### config.mk
export PLATFORM = sky130hd
export DESIGN_NAME = uart_prog_loader_ctrl
export DESIGN_NICKNAME = d
export VERILOG_FILES = /design/src/rtl/uart_prog_loader_ctrl.sv
export SDC_FILE = /design/constraint.sdc
export NUM_CORES = 1
export LEC_CHECK = 0
export CAP_MARGIN = 20
export CORE_MARGIN = 2
export CORE_UTILIZATION = 33
export CTS_BUF_LIST = sky130_fd_sc_hd__clkbuf_4 sky130_fd_sc_hd__clkbuf_8
export DETAILED_ROUTE_END_ITERATION = 16
export GPL_TIMING_DRIVEN = 0
export PLACE_DENSITY = 0.65
export SYNTH_ARGS = -nofsm -noshare
export SYNTH_HDL_FRONTEND = slang
export SYNTH_SLANG_ARGS = --single-unit
### constraint.sdc
create_clock -name i_Clock -period 3.3 [get_ports i_Clock]
set_clock_uncertainty 0.15 [all_clocks]
set_input_delay 0.33 -clock i_Clock [delete_from_list [all_inputs] [get_ports i_Clock]]
set_output_delay 0.33 -clock i_Clock [all_outputs]
set_load 0.03 [all_outputs]
### src/rtl/uart_prog_loader_ctrl.sv
// uart_prog_loader_ctrl: loads little-endian program words from the UART into memory and
// holds the core in reset until the end-of-program marker word arrives.
module uart_prog_loader_ctrl #(
   parameter int unsigned       ADDR_W       = 14,
   parameter logic [ADDR_W-1:0] BASE_ADDR    = '0,
   parameter logic [31:0]       END_WORD     = 32'h0000_0FFF,
   parameter logic [23:0]       TIMEOUT_CLKS = 24'd1_000_000,
   parameter logic [15:0]       DEFAULT_CPB  = 16'd868
) (
   input  logic              i_Clock,
   input  logic              rst_ni,
   input  logic              i_prog_en,
   input  logic              i_cpb_wr,
   input  logic [15:0]       i_cpb_cfg,
   output logic [15:0]       o_clks_per_bit,
   input  logic              i_rx_dv,
   input  logic [7:0]        i_rx_byte,
   output logic              o_mem_req,
   input  logic              i_mem_gnt,
   output logic [ADDR_W-1:0] o_mem_addr,
   output logic [31:0]       o_mem_wdata,
   output logic [ADDR_W:0]   o_word_cnt,
   output logic              o_busy,
   output logic              o_done,
   output logic              o_core_rst_n,
   output logic              o_ovf_err,
   output logic              o_to_err
);
   typedef enum logic [1:0] {IDLE, COLLECT, WRITE, DONE} state_e;
   localparam logic [ADDR_W-1:0] ADDR_ONE = 1;
   localparam logic [ADDR_W:0]   CNT_ONE  = 1;
   state_e            state_q, state_d;
   logic [15:0]       cpb_q, cpb_d;
   logic              req_q, req_d;
   logic [ADDR_W-1:0] addr_q, addr_d;
   logic [31:0]       wdata_q, wdata_d;
   logic [ADDR_W:0]   cnt_q, cnt_d;
   logic              done_q, done_d;
   logic              crst_q, crst_d;
   logic              ovf_q, ovf_d;
   logic              to_q, to_d;
   logic              hold_v_q, hold_v_d;
   logic [7:0]        hold_q, hold_d;
   logic [1:0]        bcnt_q, bcnt_d;
   logic [23:0]       word_q, word_d;
   logic [23:0]       tcnt_q, tcnt_d;
   logic              src_v;
   logic [7:0]        src_b;
   logic [31:0]       full_w;

   always_ff @(posedge i_Clock or negedge rst_ni) begin
      if (!rst_ni) begin
         state_q  <= IDLE;
         cpb_q    <= DEFAULT_CPB;
         req_q    <= 1'b0;
         addr_q   <= BASE_ADDR;
         wdata_q  <= '0;
         cnt_q    <= '0;
         done_q   <= 1'b0;
         crst_q   <= 1'b0;
         ovf_q    <= 1'b0;
         to_q     <= 1'b0;
         hold_v_q <= 1'b0;
         hold_q   <= '0;
         bcnt_q   <= '0;
         word_q   <= '0;
         tcnt_q   <= '0;
      end else begin
         state_q  <= state_d;
         cpb_q    <= cpb_d;
         req_q    <= req_d;
         addr_q   <= addr_d;
         wdata_q  <= wdata_d;
         cnt_q    <= cnt_d;
         done_q   <= done_d;
         crst_q   <= crst_d;
         ovf_q    <= ovf_d;
         to_q     <= to_d;
         hold_v_q <= hold_v_d;
         hold_q   <= hold_d;
         bcnt_q   <= bcnt_d;
         word_q   <= word_d;
         tcnt_q   <= tcnt_d;
      end
   end

   // A held byte is always older than a byte arriving now, so it is consumed first.
   assign src_v  = hold_v_q | i_rx_dv;
   assign src_b  = hold_v_q ? hold_q : i_rx_byte;
   assign full_w = {src_b, word_q};

   always_comb begin
      state_d  = state_q;
      cpb_d    = cpb_q;
      req_d    = req_q;
      addr_d   = addr_q;
      wdata_d  = wdata_q;
      cnt_d    = cnt_q;
      done_d   = done_q;
      crst_d   = crst_q;
      ovf_d    = ovf_q;
      to_d     = to_q;
      hold_v_d = hold_v_q;
      hold_d   = hold_q;
      bcnt_d   = bcnt_q;
      word_d   = word_q;
      tcnt_d   = tcnt_q;
      if ((state_q == IDLE || state_q == DONE) && i_cpb_wr && i_cpb_cfg >= 16'd2)
         cpb_d = i_cpb_cfg;
      unique case (state_q)
         IDLE: if (i_prog_en) begin
            state_d  = COLLECT;
            bcnt_d   = '0;
            tcnt_d   = '0;
            cnt_d    = '0;
            done_d   = 1'b0;
            ovf_d    = 1'b0;
            to_d     = 1'b0;
            hold_v_d = 1'b0;
            addr_d   = BASE_ADDR;
            crst_d   = 1'b0;
         end
         COLLECT: if (!i_prog_en) begin
            state_d = IDLE;
            bcnt_d  = '0;
            tcnt_d  = '0;
         end else if (src_v) begin
            tcnt_d   = '0;
            hold_v_d = hold_v_q & i_rx_dv;
            hold_d   = hold_v_q ? i_rx_byte : hold_q;
            word_d   = {src_b, word_q[23:8]};
            bcnt_d   = bcnt_q + 2'd1;
            if (bcnt_q == 2'd3) begin
               if (full_w == END_WORD) begin
                  state_d = DONE;
                  done_d  = 1'b1;
                  crst_d  = 1'b1;
               end else begin
                  state_d = WRITE;
                  wdata_d = full_w;
                  req_d   = 1'b1;
               end
            end
         end else if (bcnt_q != 2'd0) begin
            tcnt_d = tcnt_q + 24'd1;
            if (tcnt_d == TIMEOUT_CLKS) begin
               bcnt_d = '0;
               tcnt_d = '0;
               to_d   = 1'b1;
            end
         end
         WRITE: begin
            if (i_rx_dv) begin
               ovf_d    = ovf_q | hold_v_q;
               hold_v_d = 1'b1;
               hold_d   = hold_v_q ? hold_q : i_rx_byte;
            end
            if (req_q && i_mem_gnt) begin
               req_d   = 1'b0;
               addr_d  = addr_q + ADDR_ONE;
               cnt_d   = &cnt_q ? cnt_q : cnt_q + CNT_ONE;
               state_d = i_prog_en ? COLLECT : IDLE;
            end
         end
         DONE: state_d = i_prog_en ? DONE : IDLE;
         default: state_d = IDLE;
      endcase
   end

   assign o_clks_per_bit = cpb_q;
   assign o_mem_req      = req_q;
   assign o_mem_addr     = addr_q;
   assign o_mem_wdata    = wdata_q;
   assign o_word_cnt     = cnt_q;
   assign o_busy         = (state_q == COLLECT) || (state_q == WRITE);
   assign o_done         = done_q;
   assign o_core_rst_n   = crst_q;
   assign o_ovf_err      = ovf_q;
   assign o_to_err       = to_q;
endmodule

==> impl_metrics.prom <==
# TYPE chip_impl_metric gauge
chip_impl_metric{name="path_buf_inv",unit=""} 0
chip_impl_metric{name="grt_use_total",unit="%"} 16.0
chip_impl_info{name="rsz0062_at_grt",value="false"} 1
chip_impl_metric{name="drt_pass1_iterations",unit=""} 5
chip_impl_metric{name="pre_cts_slack",unit="ns"} -0.0190
chip_impl_metric{name="ys_warn_count",unit=""} 0
chip_impl_metric{name="numCtsBuffers",unit=""} 17
chip_impl_metric{name="combPwrFrac",unit="%"} 36.5
chip_impl_metric{name="slowest_delay",unit="ns"} 0.65
chip_impl_metric{name="die_area",unit="um2"} 22000
chip_impl_metric{name="power.share.clock",unit="%"} 22.8
chip_impl_metric{name="total_power_divided_by_cell_area",unit="nW/um2"} 701
chip_impl_metric{name="cap_viol_max_count",unit=""} 0
chip_impl_metric{name="gr-total-overflow",unit=""} 0
chip_impl_metric{name="syn_avg_cell_area",unit="um2"} 9.95
chip_impl_metric{name="grt_pass1_vias",unit=""} 5402
chip_impl_info{name="tritoncts",value="done"} 1
chip_impl_metric{name="drt_first_iter_violations",unit=""} 277
chip_impl_metric{name="post_synth_mux_area_share",unit="%"} 9.95
chip_impl_metric{name="power_switching_share",unit="%"} 39.1
chip_impl_info{name="dominant_combinational_cell_family_by_area_after_synthesis",value="simple AND/OR/NAND/NOR gates"} 1
chip_impl_info{name="clock-root-buffer",value="sky130_fd_sc_hd__clkbuf_8"} 1
chip_impl_metric{name="synth-seq-area-share",unit="%"} 51.9
chip_impl_metric{name="maxClockFrequency",unit="MHz"} 328
chip_impl_metric{name="die_y",unit="um"} 148
chip_impl_metric{name="synth_register_bits",unit=""} 142
chip_impl_info{name="worst-setup-path-type",value="flip-flop to flip-flop"} 1
chip_impl_metric{name="totalWireLength",unit="um"} 17100
chip_impl_metric{name="async_flop_share",unit="%"} 100
chip_impl_metric{name="hold_viol_final",unit=""} 0
chip_impl_metric{name="pin_count_of_the_biggest_net_entering_global_routing",unit=""} 75
chip_impl_info{name="synth_top_cell_by_area",value="sky130_fd_sc_hd__dfrtp_1"} 1
chip_impl_metric{name="slew_headroom",unit="%"} 45.3
chip_impl_metric{name="setup_viol",unit=""} 0
chip_impl_metric{name="seqPwrFrac",unit="%"} 40.7
chip_impl_info{name="run_status",value="completed"} 1
chip_impl_metric{name="synth-edff-count",unit=""} 0
chip_impl_metric{name="coreArea",unit="um2"} 20300
chip_impl_metric{name="crit_arrival",unit="ns"} 3.25
chip_impl_metric{name="number_of_nets_with_antenna_violations_after_detailed_routing",unit=""} 0
chip_impl_metric{name="layout-drive-gt1-share",unit="%"} 13.9
chip_impl_metric{name="post-dp-hpwl",unit="um"} 12200
chip_impl_metric{name="reported_leakage_power",unit="nW"} 3.73
chip_impl_metric{name="htree_num_levels",unit=""} 4
chip_impl_metric{name="required",unit="ns"} 3.50
chip_impl_metric{name="adder_cell_share_of_the_synthesized_area",unit="%"} 1.64
chip_impl_metric{name="clock-sinks",unit=""} 142
chip_impl_info{name="crit_slowest_cell",value="sky130_fd_sc_hd__nor4_2"} 1
chip_impl_metric{name="finalCritPeriodShare",unit="%"} 92.4
chip_impl_metric{name="yosys.cell_types.count",unit=""} 60
chip_impl_metric{name="fill_cells",unit=""} 1939
chip_impl_metric{name="dr_total_vias",unit=""} 5602
chip_impl_metric{name="nNetsFinal",unit=""} 861
chip_impl_metric{name="synth_largest_type_area_fraction",unit="%"} 49.9
chip_impl_metric{name="post_synthesis_instance_total",unit=""} 690
chip_impl_metric{name="latest_clock_arrival_within_the_worst_skew_pair",unit="ns"} 0.46
chip_impl_info{name="hp-class",value="input pin to asynchronous set/reset pin"} 1
chip_impl_metric{name="switching_power",unit="mW"} 2.40
chip_impl_info{name="reg2reg_from",value="tcnt_q[0]"} 1
chip_impl_metric{name="remaining_drc_errors",unit=""} 0
chip_impl_info{name="worst_setup_path_start_kind",value="flip-flop"} 1
chip_impl_metric{name="average_wire_per_standard_cell",unit="um"} 15.5
chip_impl_metric{name="area.growth.synth_to_final",unit="%"} 27.6
chip_impl_metric{name="grt_antenna_before_repair",unit=""} 0
chip_impl_metric{name="post_synth_and_or_nand_nor_area_fraction",unit="%"} 22.2
chip_impl_info{name="synth_area_leaders",value="sky130_fd_sc_hd__dfrtp_1 (50%), sky130_fd_sc_hd__mux2_2 (8.2%), sky130_fd_sc_hd__nand2_1 (6.3%)"} 1
chip_impl_metric{name="syn_nets",unit=""} 729
chip_impl_metric{name="layout_min_cycle_time",unit="ns"} 3.05
chip_impl_metric{name="critical_path_depth",unit=""} 9
chip_impl_metric{name="row_count",unit=""} 52
chip_impl_metric{name="vias_per_cell",unit=""} 5.07
chip_impl_metric{name="synth_area",unit="um2"} 6860
chip_impl_metric{name="placed_cells_incl_taps",unit=""} 1073
chip_impl_metric{name="fin_tns_setup",unit="ns"} 0
chip_impl_metric{name="top_level_ports",unit=""} 113
chip_impl_metric{name="report.final.slew_viol_count",unit=""} 0
chip_impl_info{name="worst_path_dominant_cell_family",value="simple AND/OR/NAND/NOR gates"} 1
chip_impl_metric{name="r2r_setup_slack",unit="ns"} 0.25
chip_impl_metric{name="stdcell_count",unit=""} 1105
chip_impl_metric{name="initial_core_util",unit="%"} 33.8
chip_impl_metric{name="insertedDiodeCount",unit=""} 0
chip_impl_info{name="r2r_end",value="tcnt_q[17]"} 1
chip_impl_metric{name="global_route_wire_length_before_repair",unit="um"} 28000
chip_impl_metric{name="worst-path-max-fanout",unit=""} 10
chip_impl_info{name="layout.cells.most_common",value="sky130_fd_sc_hd__dfrtp_1"} 1
chip_impl_metric{name="die_width",unit="um"} 148
chip_impl_metric{name="synth-compound-area-share",unit="%"} 8.46
chip_impl_metric{name="gp_congestion",unit=""} 0.824
chip_impl_metric{name="clkSlewWorstSetupHoldPaths",unit="ns"} 0.09
chip_impl_metric{name="vdd_ir_drop_max",unit="uV"} 261
chip_impl_metric{name="clk_path_buf_depth",unit=""} 2
chip_impl_metric{name="timing_worst_slew_pin_value",unit="ns"} 0.813
chip_impl_metric{name="buffer_ports.inserted",unit=""} 112
chip_impl_metric{name="intPower",unit="mW"} 3.74
chip_impl_metric{name="xor_and_xnor_area_share_after_synthesis",unit="%"} 2.93
chip_impl_info{name="top_library_cells_by_usage_in_the_layout_fill_and_taps_aside",value="sky130_fd_sc_hd__dfrtp_1 (137), sky130_fd_sc_hd__nand2_1 (115), sky130_fd_sc_hd__clkdlybuf4s50_1 (111), sky130_fd_sc_hd__nor2_1 (53), sky130_fd_sc_hd__mux2_2 (50)"} 1
chip_impl_metric{name="worstRegToRegCells",unit=""} 9
chip_impl_info{name="timing.critical_path.to_type",value="flip-flop"} 1
chip_impl_info{name="synth-main-ff-cell",value="sky130_fd_sc_hd__dfrtp_1"} 1
chip_impl_metric{name="final_ws_setup",unit="ns"} 0.252
chip_impl_info{name="cp_cell_sequence",value="ha_1 > nand3_2 > nor4_2 > nand4_1 > o31ai_1 > o21a_1 > a21oi_4 > and2_2 > a22o_1"} 1
## area by class of cell
type	instances	area, um2	share of cell area [%]
well taps	270	338	3.86
flip-flops and latches	142	3560	40.6
multi-input cells	500	3110	35.5
inverters	11	41.3	0.471
plain buffers	36	155	1.77
repair buffers	114	1160	13.2
clock inverters	14	148	1.69
clock buffers	18	248	2.83
## timing repair
| action | in CTS | in global routing |
|---|---|---|
| resized for setup | 0 | 2 |
| hold endpoints to repair | 68 | 0 |
| hold buffers | 1 | 0 |
| buffers inserted | 0 | 0 |
| setup endpoints to repair | 0 | 31 |
## power groups by stage
stage / sequential (mW) / clock [mW] / combinational (mW)
3_5_place_dp: 2.53 / 0 / 2.25
5_1_grt: 2.56 / 1.51 / 2.45
2_1_floorplan: 2.81 / 0 / 1.07
3_3_place_gp: 2.52 / 0 / 2.22
6_report: 2.50 / 1.40 / 2.24
4_1_cts: 2.50 / 1.44 / 2.25
## synth_stat cells (all sizes together), types with 4 or more instances
master    n
nor4     15
nand4    23
ha        9
buf      13
nor2b     4
nor2     54
mux2     50
nand2b    4
nand4b    4
nand3    41
a22o      5
clkbuf   24
a21oi    26
nor3     13
a31oi     6
inv      11
nand2   115
xnor2     6
dfstp     5
and3     10
mux2i    12
xor2     17
dfrtp   137
or3      14
o21ai    36
## per-stage QoR
stage | instance area [um2] | hold WS [ns] | utilization (%) | power [mW]
detailed placement | 8350 | 0.264 | 41.1 | 4.78
global placement | 8320 | 0.337 | 41.0 | 4.74
floorplan | 6860 | -0.116 | - | 3.88
CTS | 8760 | 0.310 | 43.1 | 6.19
finish | 8760 | 0.290 | 43.1 | 6.14
global route | 8760 | 0.326 | 43.1 | 6.52
## metal layers
metal / vias up / part of all wire, % / global-route usage, %
met2: 126 / 47 / 25.2
met1: 2733 / 47 / 22.1
met5: - / 0 / 0
met4: 0 / 1.4 / 4.86
met3: 19 / 4.7 / 3.50
li1: 2724 / - / -
## worst max path at each step
| stage | startpoint | to |
|---|---|---|
| floorplan | state_q[0] | o_word_cnt[12] |
| global placement | rst_ni | tcnt_q[12] |
| detailed placement | i_prog_en | tcnt_q[20] |
| CTS | state_q[1] | tcnt_q[14] |
| global route | tcnt_q[0] | bcnt_q[0] |
| finish | tcnt_q[0] | tcnt_q[17] |
## registers in the layout, summed over array words and instances (netlist names)
signal / count
o_clks_per_bit: 16
o_word_cnt: 15
tcnt_q: 24
o_mem_req: 1
word_q: 24
hold_q: 8
bcnt_q: 2
hold_v_q: 1
o_mem_wdata: 32
o_to_err: 1
o_mem_addr: 14
o_core_rst_n: 1
o_ovf_err: 1
state_q: 2
## logic make-up (layout without fill, tap and decap cells)
| kind of cell | count (synthesis) | after routing |
|---|---|---|
| compound gates | 94 | 94 |
| xor+xnor | 23 | 23 |
| fa+ha+maj | 9 | 9 |
| buf+inv | 48 | 193 |
| flops | 142 | 142 |
| mux | 62 | 62 |
| simple gates | 312 | 312 |
## worst reg2reg max path, stage by stage, from the launching register on
cell and delay, ns:
sky130_fd_sc_hd__dfrtp_1 0.42, sky130_fd_sc_hd__ha_1 0.24, sky130_fd_sc_hd__nand3_2 0.21, sky130_fd_sc_hd__nor4_2 0.65
sky130_fd_sc_hd__nand4_1 0.17, sky130_fd_sc_hd__o31ai_1 0.33, sky130_fd_sc_hd__o21a_1 0.23, sky130_fd_sc_hd__a21oi_4 0.10
sky130_fd_sc_hd__and2_2 0.24, sky130_fd_sc_hd__a22o_1 0.20
Power figures use the tool's default switching activity.
